$ cat config.mk
export PLATFORM = sky130hd
export DESIGN_NAME = ex_mem_reg
export DESIGN_NICKNAME = d
export VERILOG_FILES = /design/src/rtl/ex_mem_reg.sv
export SDC_FILE = /design/constraint.sdc
export NUM_CORES = 1
export LEC_CHECK = 0
export BUFFER_PORTS_ARGS = -buffer_cell sky130_fd_sc_hd__buf_2
export CORE_MARGIN = 2
export CORE_UTILIZATION = 39
export CTS_BUF_LIST = sky130_fd_sc_hd__clkbuf_2
export DETAILED_ROUTE_END_ITERATION = 8
export GPL_ROUTABILITY_DRIVEN = 0
export PLACE_DENSITY = 0.64
export SYNTH_ARGS = -nofsm -noshare
export SYNTH_HDL_FRONTEND = slang
export SYNTH_SLANG_ARGS = --single-unit
$ cat constraint.sdc
create_clock -name clk -period 4.4 [get_ports clk]
set_input_delay 0 -clock clk [delete_from_list [all_inputs] [get_ports clk]]
set_output_delay 0 -clock clk [all_outputs]
set_load 0.1 [all_outputs]
$ cat src/rtl/ex_mem_reg.sv
// ex_mem_reg: EX/MEM pipeline register with store lane alignment and misaligned-access squash
module ex_mem_reg #(
  parameter int CNT_W = 16
) (
  input  logic             clk,
  input  logic             reset,
  input  logic             stall,
  input  logic             flush,
  input  logic             ex_valid,
  input  logic [31:0]      ex_aluresult,
  input  logic [31:0]      ex_writedata,
  input  logic [4:0]       ex_rd,
  input  logic [31:0]      ex_pcplus4,
  input  logic             ex_regwrite,
  input  logic [1:0]       ex_resultsrc,
  input  logic             ex_memwrite,
  input  logic             ex_memread,
  input  logic [2:0]       ex_funct3,
  output logic             mem_valid,
  output logic [31:0]      mem_aluresult,
  output logic [31:0]      mem_writedata,
  output logic [3:0]       mem_wbe,
  output logic             mem_memwrite,
  output logic [4:0]       mem_rd,
  output logic [31:0]      mem_pcplus4,
  output logic             mem_regwrite,
  output logic [1:0]       mem_resultsrc,
  output logic [2:0]       mem_funct3,
  output logic [1:0]       mem_byteoff,
  output logic             mem_misaligned,
  output logic [CNT_W-1:0] misaligned_count
);
  logic [1:0]  a;
  logic        smis, lmis, mis, we;
  logic [31:0] wdata;
  logic [3:0]  lanes;
  // Classify the access: illegal store sizes count as misaligned, odd load sizes never do
  always_comb begin
    a     = ex_aluresult[1:0];
    smis  = ex_funct3 == 3'b000 ? 1'b0 : ex_funct3 == 3'b001 ? a[0] : ex_funct3 == 3'b010 ? |a : 1'b1;
    lmis  = (ex_funct3 == 3'b001 || ex_funct3 == 3'b101) ? a[0] : ex_funct3 == 3'b010 ? |a : 1'b0;
    mis   = ex_valid & ((ex_memwrite & smis) | (ex_memread & lmis));
    we    = ex_valid & ex_memwrite & ~mis;
    lanes = ex_funct3 == 3'b000 ? 4'b0001 << a : ex_funct3 == 3'b001 ? (a[1] ? 4'b1100 : 4'b0011) : 4'b1111;
    wdata = !ex_memwrite ? ex_writedata :
            ex_funct3 == 3'b000 ? {4{ex_writedata[7:0]}} :
            ex_funct3 == 3'b001 ? {2{ex_writedata[15:0]}} : ex_writedata;
  end
  // Pipeline register: flush bubbles everything but the counter, stall holds, else capture
  always_ff @(posedge clk or posedge reset) begin
    if (reset) begin
      mem_valid        <= 1'b0;
      mem_aluresult    <= '0;
      mem_writedata    <= '0;
      mem_wbe          <= '0;
      mem_memwrite     <= 1'b0;
      mem_rd           <= '0;
      mem_pcplus4      <= '0;
      mem_regwrite     <= 1'b0;
      mem_resultsrc    <= '0;
      mem_funct3       <= '0;
      mem_byteoff      <= '0;
      mem_misaligned   <= 1'b0;
      misaligned_count <= '0;
    end else if (flush) begin
      mem_valid        <= 1'b0;
      mem_aluresult    <= '0;
      mem_writedata    <= '0;
      mem_wbe          <= '0;
      mem_memwrite     <= 1'b0;
      mem_rd           <= '0;
      mem_pcplus4      <= '0;
      mem_regwrite     <= 1'b0;
      mem_resultsrc    <= '0;
      mem_funct3       <= '0;
      mem_byteoff      <= '0;
      mem_misaligned   <= 1'b0;
    end else if (!stall) begin
      mem_valid        <= ex_valid;
      mem_aluresult    <= ex_aluresult;
      mem_writedata    <= wdata;
      mem_wbe          <= we ? lanes : 4'b0000;
      mem_memwrite     <= we;
      mem_rd           <= ex_rd;
      mem_pcplus4      <= ex_pcplus4;
      mem_regwrite     <= ex_regwrite & ex_valid & ~mis;
      mem_resultsrc    <= ex_resultsrc;
      mem_funct3       <= ex_funct3;
      mem_byteoff      <= a;
      mem_misaligned   <= mis;
      if (mis && !(&misaligned_count)) misaligned_count <= misaligned_count + CNT_W'(1);
    end
  end
endmodule

==> results of run 1 <==
## Yosys cell counts
cell      count
a211oi_1      8
a21o_1        1
a21oi_1      18
a22o_1        4
a32oi_1       1
and3_1        1
buf_2        14
buf_4         3
buf_6         1
clkbuf_1     17
dfrtp_1     130
ha_1          1
inv_1         5
mux2_2       11
mux2i_1     106
nand2_1       8
nand2_2       1
nand2b_1      1
nand3_1       3
nand3_2       1
nand4_1       4
nand4b_1      1
nor2_1      133
nor2b_1       5
nor3_1        2
nor3b_1       1
nor3b_4       1
nor4_1        3
nor4_2        4
nor4_4        3
nor4b_1       2
o21ai_0       5
o21ai_2       1
o31ai_1       1
o41ai_4       1
xnor2_1       2
xor2_1       11
## logic make-up after synthesis
| group | Yosys count |
|---|---|
| and+or+nand+nor | 174 |
| DFF | 130 |
| muxes | 117 |
| AOI/OAI and AO/OA | 40 |
| buffers and inverters | 40 |
| xor gates and xnor gates | 13 |
| adders and majority gates | 1 |
## per-stage QoR
step	cell area (um^2)	cells	setup WS [ns]	hold slack (ns)
floorplan	5850	515	0.931	0.153
global placement	7190	915	2.37	0.235
detailed placement	7190	915	2.27	0.250
==> metrics, run 1 <==
clk sinks 130; YS warnings 0; post-synthesis xor/xnor area fraction 1.95%; H-tree Lvls 4; Num CTS Buffers 17; post-CTS sizing 0; #FFs+latches synth 130; # Post-CTS Setup Buffers 0; Synth Area in Simple Gates 14.1%; Die Ht 126 um; sequential share of the synthesized area 55.7%; Gate Count Post-Synth 515; Mapped Nets 630; hold_buf cts 192; top cell type by total area after synthesis dfrtp_1; post-synth cell types 37; # IOs 246; synthesized area 5850 um^2; CTS Buffer Depth 2; synth top area cells dfrtp_1 56%, mux2i_1 18%, nor2_1 8.5%; outcome stopped before the end; Root Driver clkbuf_2; Adder-Cell Fraction of Synth Area 0.214%; largest family of logic cells by synthesized area multiplexers; mux cell area share after synthesis 20.3%; Synth Area in Compound Gates 4.62%; I/O Buffers 245; Error [ERROR RSZ-0060] Max buffer count reached.; Initial Utilization 40.1%; Fail Step 4_1_cts; Die Wd 126 um; Cell Rows 44; syn_area_per_cell 11.4 um^2; HPWL after detailed placement 10700 um; post-synth top area share 55.7%
==> run 2, diff against run 1 <==
--- a/config.mk
+++ b/config.mk
@@ -7,11 +7,10 @@
 export LEC_CHECK = 0
 export BUFFER_PORTS_ARGS = -buffer_cell sky130_fd_sc_hd__buf_2
 export CORE_MARGIN = 2
-export CORE_UTILIZATION = 39
-export CTS_BUF_LIST = sky130_fd_sc_hd__clkbuf_2
+export CORE_UTILIZATION = 24
 export DETAILED_ROUTE_END_ITERATION = 8
 export GPL_ROUTABILITY_DRIVEN = 0
-export PLACE_DENSITY = 0.64
+export PLACE_DENSITY_LB_ADDON = 0.15
 export SYNTH_ARGS = -nofsm -noshare
 export SYNTH_HDL_FRONTEND = slang
 export SYNTH_SLANG_ARGS = --single-unit
==> run 2 against run 1 <==
Area after synthesis is the same. The run now ends clean. Synthesized cell count unchanged.
==> metrics, run 2 <==
DR DRC count 0; CP arrival 2.53 ns; fin nets 963; power density over the cells 427 nW/um^2; # IOs 246; post-synth cell types 37; post-synth top area share 55.7%; final hold violations 0; clk sinks 130; commonest non-fill, non-tap cell in the layout buf_2; worst-skew pair later-pin latency 0.41 ns; Initial Utilization 24.2%; I/O Buffers 245; ANT nets after route 0; most common flop cell mapped by yosys dfrtp_1; Post-synth EDFFs 0; syn_area_per_cell 11.4 um^2; skew final 0.00643 ns; largest registers mem_aluresult: 32 flops, mem_pcplus4: 32 flops, mem_writedata: 32 flops; commonest non-fill, non-tap cells in the layout 243 x buf_2, 133 x nor2_1, 130 x dfrtp_1; Pre-antenna DRT Iters 4; Worst-Margin Slew 0.997 ns; top cell type by total area after synthesis dfrtp_1; post-CTS sizing 0; CTS Buffer Depth 2; DR vias 5055; final wirelength 18000 um; largest net degree at the start of global routing 95; clk slew on worst S/H paths 0.06 ns; Num CTS Buffers 17; Crit. End Element register; setup TNS 0 ns; Filler Cell Count 2466; synth top area cells dfrtp_1 56%, mux2i_1 18%, nor2_1 8.5%; Root Driver clkbuf_16; max-cap violation count 0; Pleak 0.00472 uW; YS warnings 0; FF-to-FF path depth 6; initial antenna violation count 0; startpoint types register; placed inst area 7360 um^2; kind of critical path register to register; post-route cell area 8950 um^2; Via density 4.27; GRT Total Usage 14.3%; Core Region 24100 um^2; required time of the critical path 4.70 ns; Die Wd 160 um; CTS tree built; RSZ-0062 raised after global routing false; die area 25600 um^2; #FFs+latches synth 130; final worst path period share 50.7%; Hold Crit Class primary input to register; H-tree Lvls 4; outcome finished, final reports clean; wire per inst 15.2 um; Final min period 2.23 ns; synthesized area 5850 um^2; Peak Freq 0.448 GHz; Cell Rows 57; dominant cell by count in the synthesized netlist nor2_1; WHS Path Cells 2; Synth async-reset ratio 100%; layout cell share with drive strength beyond 1 35.4%; HPWL after detailed placement 11700 um; Peak supply drop 316 uV; relative slew slack 33.5%; first-iteration detailed-routing DRC count 228; Post-synth top cells 133 x nor2_1, 130 x dfrtp_1, 106 x mux2i_1; Gate Count Post-Synth 515; Area Growth Syn to Fin 53.2%; Mapped Nets 630; antenna cells 0; sequential share of the synthesized area 55.7%; Die Ht 160 um; vias in the first global route 5457; first-pass GRT wire length 29000 um; Congestion Overflow GR 0; # setup viols final 0; crit-path max FO 11; max-slew violations 0
-- run 2: cell counts after synthesis --
Identical to the previous run, type by type.
-- run 2: final cells by class --
cell class                 instances  area [um^2]  area share [%]
sequential                       130         3250            36.3
multi-input combinational        345         2410            26.9
timing repair buffer             349         2260            25.3
clock buffer                      19          443            4.95
tap                              324          405            4.53
clock inverter                    13          160            1.79
inverter                           5         23.8           0.265
-- run 2: worst paths after layout --
check | startpoint | endpoint | slack [ns]
setup / recovery | misaligned_count[0]$_DFFE_PP0P_ | misaligned_count[1]$_DFFE_PP0P_ | 2.17
hold / removal | flush | mem_aluresult[5]$_DFFE_PP0P_ | 0.004
setup reg to reg | misaligned_count[0]$_DFFE_PP0P_ | misaligned_count[1]$_DFFE_PP0P_ | 2.17
hold reg to reg | mem_memwrite$_DFFE_PP0P_ | mem_memwrite$_DFFE_PP0P_ | 0.47
max in group asynchronous | reset | mem_writedata[9]$_DFFE_PP0P_ | 2.99
min in group asynchronous | reset | mem_pcplus4[14]$_DFFE_PP0P_ | 0.32
-- run 2: power by group --
group          internal (uW)  switching (uW)
registers               1270            58.7
logic                    237             793
clock network            907             555
-- run 2: kinds of logic after synthesis --
group,share of synthesized area [%]
compound gates,4.62
xor+xnor,1.95
fa+ha+maj,0.214
buf+inv,3.19
flops,55.7
mux,20.3
simple gates,14.1
-- run 2: routing by layer --
metal	part of all wire [%]	GRT usage [%]	vias to the layer above
li1	-	-	2419
met1	43	17.1	2443
met2	49	24.6	173
met3	5.8	4.44	20
met4	1.6	4.63	0
met5	0	0	-
-- run 2: stage by stage --
| stage | setup WS [ns] | util [%] | hold WS [ns] | std cells | power, uW |
|---|---|---|---|---|---|
| global placement | 2.27 | 30.5 | 0.239 | 1054 | 2310 |
| finish | 2.17 | 37.1 | 0.00411 | 1185 | 3820 |
| CTS | 2.14 | 37.1 | 0.00225 | 1185 | 3880 |
| detailed placement | 2.15 | 30.5 | 0.247 | 1054 | 2320 |
| floorplan | 0.931 | - | 0.153 | 515 | 2110 |
| global route | 1.98 | 37.1 | 0.0157 | 1185 | 3980 |
-- run 2: critical path: stages (launching register included) --
cell,delay (ns)
dfrtp_1,0.42
ha_1,0.22
nand3_2,0.23
nor4_2,0.51
buf_4,0.31
nor2_1,0.10
mux2_2,0.32
-- run 2: what timing repair did --
item,in CTS,in global routing
hold buffers,99,0
endpoints found under the hold margin,191,0
setup buffers,0,0
(Power assumes the default switching activity.)
==> run 3, diff against run 2 <==
==> constraint.sdc (replaced) <==
create_clock -name clk -period 2.2 [get_ports clk]
set_input_delay 0 -clock clk [delete_from_list [all_inputs] [get_ports clk]]
set_output_delay 0 -clock clk [all_outputs]
set_load 0.1 [all_outputs]
==> run 3 against run 2 <==
Sequential power up 100%. Worst setup slack worse by 1.9 ns. Clock skew up 0.00090 ns. Routed wire length down 1.7%. Utilization up 0.55 points.
==> metrics, run 3 (synthesis gave the netlist of run 2 again) <==
outcome finished, final reports clean; crit-path max FO 15; clk slew on worst S/H paths 0.06 ns; startpoint types primary input; I/O Buffers 245; Critical R2R Launch misaligned_count[0]$_DFFE_PP0P_; H-tree Lvls 4; Pleak 0.00475 uW; commonest non-fill, non-tap cells in the layout 243 x buf_2, 133 x nor2_1, 119 x dfrtp_1; largest net degree at the start of global routing 126; overall power 7700 uW; clk sinks 130; final worst path period share 87.8%; CTS Buffer Depth 2; Via density 4.27; Peak Freq 0.518 GHz; Initial Utilization 24.2%; vias in the first global route 5424; GRT Total Usage 14.0%; Final Instance Count excl. Fillers 1196; worst hold start ex_writedata[26]; met2 Usage GRT 23.8%; multi-input gate area in the final layout 2410 um^2; HPWL after detailed placement 11800 um; die area 25600 um^2; M1 GR Usage 17.2%; kind of critical path primary input to register; Filler Cell Count 2428; wire per inst 14.8 um; max-cap violation count 0; Top Usage Layer GRT met2; DR vias 5107; required time of the critical path 2.50 ns; Num CTS Buffers 17; Final min period 1.93 ns; grt met3 use 3.92%; worst-skew pair later-pin latency 0.42 ns; Pre-antenna DRT Iters 5; Peak supply drop 382 uV; setup TNS 0 ns; final hold violations 0; flop2flop setup slack 0.31 ns; worst hold path endpoint mem_writedata[26]$_DFFE_PP0P_; post-route cell area 9090 um^2; Die Wd 160 um; first-iteration detailed-routing DRC count 231; Sequential Area 3270 um^2; ANT nets after route 0; CP arrival 2.24 ns; placed inst area 7450 um^2; first-pass GRT wire length 28500 um; layout cell share with drive strength beyond 1 36.9%; relative slew slack 46.2%; Cell Rows 57; reg2reg end misaligned_count[1]$_DFFE_PP0P_; Worst-Margin Slew 0.807 ns; max-slew violations 0; final wirelength 17700 um; power density over the cells 847 nW/um^2; Core Region 24100 um^2; commonest non-fill, non-tap cell in the layout buf_2; antenna cells 0; initial antenna violation count 0; fin nets 974; # IOs 246; # Post-CTS Setup Buffers 0; DR DRC count 0; WHS Path Cells 5; DP Worst Slack 0.319 ns; Root Driver clkbuf_16; Die Ht 160 um; Area Growth Syn to Fin 55.4%; # setup viols final 0; CTS tree built; Hold Crit Class primary input to register; fin worst setup slack 0.269 ns; hold_buf cts 103; post-CTS sizing 0; largest registers mem_aluresult: 32 flops, mem_pcplus4: 32 flops, mem_writedata: 32 flops; Congestion Overflow GR 0; Placed Cells 1061; Crit. End Element register; FF-to-FF path depth 6; RSZ-0062 raised after global routing false; skew final 0.00732 ns
## run 3: where the power goes
part | internal, uW | switching [uW]
combinational | 490 | 1590
clock | 1820 | 1130
sequential | 2550 | 115
## run 3: area by class of cell
cell class	count	area share, %
sequential	130	36.0
multi-input combinational	345	26.5
timing repair buffer	360	26.2
clock buffer	20	4.92
tap	324	4.46
clock inverter	12	1.74
inverter	5	0.248
## run 3: critical path: stages
cell           delay, ns
dlygate4sd3_1       0.56
buf_2               0.19
o31ai_1             0.26
a21oi_1             0.09
o21ai_2             0.65
nor2_1              0.17
mux2_2              0.31
## run 3: stage by stage
step                      util (%)  hold WS (ns)
after floorplan                  -         0.153
after global placement        30.9         0.150
after detailed placement      30.9         0.165
after CTS                     37.7       0.00538
after global routing          37.7        0.0376
final                         37.7        0.0308
## run 3: worst max-delay path by stage
stage | start | to | slack [ns] | cells after the start
2_1_floorplan | misaligned_count[11]$_DFFE_PP0P_ | misaligned_count[9]$_DFFE_PP0P_ | 0.02 | 5
3_3_place_gp | misaligned_count[0]$_DFFE_PP0P_ | misaligned_count[1]$_DFFE_PP0P_ | 0.39 | 6
3_5_place_dp | misaligned_count[0]$_DFFE_PP0P_ | misaligned_count[1]$_DFFE_PP0P_ | 0.32 | 6
4_1_cts | ex_funct3[2] | misaligned_count[1]$_DFFE_PP0P_ | 0.26 | 7
5_1_grt | ex_funct3[2] | misaligned_count[1]$_DFFE_PP0P_ | 0.10 | 7
6_report | ex_funct3[2] | misaligned_count[1]$_DFFE_PP0P_ | 0.27 | 7
## run 3: routing by layer
metal | wire, um | up-vias
li1 | - | 2450
met1 | 7950 | 2479
met2 | 8470 | 168
met3 | 1060 | 10
met4 | 187 | 0
met5 | 0 | -
==> run 4, diff against run 3 <==
--- a/config.mk
+++ b/config.mk
@@ -6,6 +6,8 @@
 export NUM_CORES = 1
 export LEC_CHECK = 0
 export BUFFER_PORTS_ARGS = -buffer_cell sky130_fd_sc_hd__buf_2
+export CELL_PAD_IN_SITES_DETAIL_PLACEMENT = 0
+export CELL_PAD_IN_SITES_GLOBAL_PLACEMENT = 1
 export CORE_MARGIN = 2
 export CORE_UTILIZATION = 24
 export DETAILED_ROUTE_END_ITERATION = 8
==> run 4 against run 3 <==
Register-to-register slack improved by 0.20 ns. Cell area fell by 0.83%. First-iteration DRC count fell by 25%. Via count down 1.2%. Final cell count down 0.25%. Routed wire length grew 3.6%. Utilization decreased by 0.31 points. Global-route usage rose by 0.48 points.
==> metrics, run 4 (synthesis gave the netlist of run 2 again) <==
# IOs 246; worst path cell trace dlygate4sd3_1, buf_2, o41ai_4, o21ai_2, buf_4, nor4b_1, xor2_1; Pleak 0.00472 uW; placed inst area 7450 um^2; clk slew on worst S/H paths 0.06 ns; DR DRC count 0; Pre-antenna DRT Iters 4; layout cell share with drive strength beyond 1 37.2%; Area Growth Syn to Fin 54.2%; delay-heaviest family, CP buffers and inverters; Via density 4.23; Die Wd 160 um; Initial Utilization 24.2%; Peak Freq 0.576 GHz; Critical R2R Launch misaligned_count[0]$_DFFE_PP0P_; largest net degree at the start of global routing 131; HPWL after detailed placement 12000 um; Congestion Overflow GR 0; final worst path period share 79.0%; CP arrival 2.07 ns; reg2reg end misaligned_count[14]$_DFFE_PP0P_; relative slew slack 39.7%; Hold Crit Class primary input to register; skew final 0.00921 ns; startpoint types primary input; Root Driver clkbuf_16; crit path launch ex_funct3[2]; Filler Cell Count 2530; slowest cell on the critical path dlygate4sd3_1; commonest non-fill, non-tap cell in the layout buf_2; DP Worst Slack 0.521 ns; final wirelength 18300 um; CTS Buffer Depth 2; Cell Rows 57; worst hold start ex_valid; clk sinks 130; post-route cell area 9010 um^2; Die Ht 160 um; max-cap violation count 0; fin worst setup slack 0.463 ns; required time of the critical path 2.53 ns; wire per inst 15.3 um; CTS tree built; Peak supply drop 403 uV; Worst-Margin Slew 0.905 ns; ANT nets after route 0; max-slew violations 0; RSZ-0062 raised after global routing false; H-tree Lvls 4; Num CTS Buffers 17; initial antenna violation count 0; setup TNS 0 ns; Core Region 24100 um^2; first-pass GRT wire length 29200 um; first-iteration detailed-routing DRC count 174; WP depth 7; commonest non-fill, non-tap cells in the layout 243 x buf_2, 133 x nor2_1, 119 x dfrtp_1; # Post-CTS Setup Buffers 0; final hold violations 0; die area 25600 um^2; outcome finished, final reports clean; Final Util 37.4%; Final min period 1.74 ns; fin nets 971; largest registers mem_aluresult: 32 flops, mem_pcplus4: 32 flops, mem_writedata: 32 flops; WP buf/inv 3; Hold Slack 0.0112 ns; flop2flop setup slack 0.51 ns; GRT Total Usage 14.4%; Worst Setup EP misaligned_count[5]$_DFFE_PP0P_; I/O Buffers 245; Largest stage delay, worst path 0.54 ns; # setup viols final 0; crit-path max FO 9; worst-skew pair later-pin latency 0.42 ns; kind of critical path primary input to register; DR vias 5046; Crit. End Element register; vias in the first global route 5234; power density over the cells 831 nW/um^2; FF-to-FF path depth 5; antenna cells 0
## run 4: cell types whose count changed in the layout (fill, tap and decap cells not counted), moves of 2 or more
cell | previous run | this run
inv_6 | 2 | 4
dlygate4sd3_1 | 103 | 100
clkinv_4 | 2 | 4
bufinv_16 | 3 | 1
## run 4: how the worst min path moves through the flow
| stage | endpoint | slack [ns] | cells past startpoint |
|---|---|---|---|
| after CTS | mem_valid$_DFFE_PP0P_ | 0.006 | 4 |
| after global routing | mem_valid$_DFFE_PP0P_ | 0.01 | 4 |
| final | mem_valid$_DFFE_PP0P_ | 0.01 | 4 |
| after detailed placement | mem_pcplus4[0]$_DFFE_PP0P_ | 0.25 | 3 |
| after floorplan | mem_aluresult[0]$_DFFE_PP0P_ | 0.15 | 2 |
| after global placement | mem_pcplus4[10]$_DFFE_PP0P_ | 0.24 | 3 |
## run 4: power breakdown
part | switching, uW | total [uW] | internal (uW)
sequential | 112 | 2660 | 2550
clock | 1170 | 2740 | 1570
combinational | 1590 | 2080 | 486
## run 4: final cells by class
| class | instances | area (um^2) | area share [%] |
|---|---|---|---|
| timing repair buffer | 357 | 2350 | 26.1 |
| clock inverter | 14 | 130 | 1.44 |
| sequential | 130 | 3270 | 36.3 |
| multi-input combinational | 345 | 2410 | 26.7 |
| tap | 324 | 405 | 4.50 |
| clock buffer | 18 | 429 | 4.76 |
| inverter | 5 | 22.5 | 0.250 |
## run 4: repair_timing
action | in CTS | in global routing
resized for setup | 0 | 0
hold endpoints to repair | 229 | 0
hold buffers | 100 | 0
## run 4: per-stage QoR
step	power (uW)	std cells
after detailed placement	4660	1061
final	7480	1193
after floorplan	4220	515
after global routing	7830	1193
after global placement	4640	1061
after CTS	7590	1193
## run 4: routing by layer
metal / vias to the layer above / track usage (%) / wire length, um
met1: 2432 / 18.3 / 8040
met3: 14 / 4.62 / 1110
met4: 0 / 4.46 / 261
li1: 2446 / - / -
met5: - / 0 / 0
met2: 154 / 23.5 / 8900
## run 4: tightest hold or removal path: stages
cell and delay [ns]:
buf_2 0.08, nor2b_1 0.18, a21oi_1 0.06, nor2_1 0.07
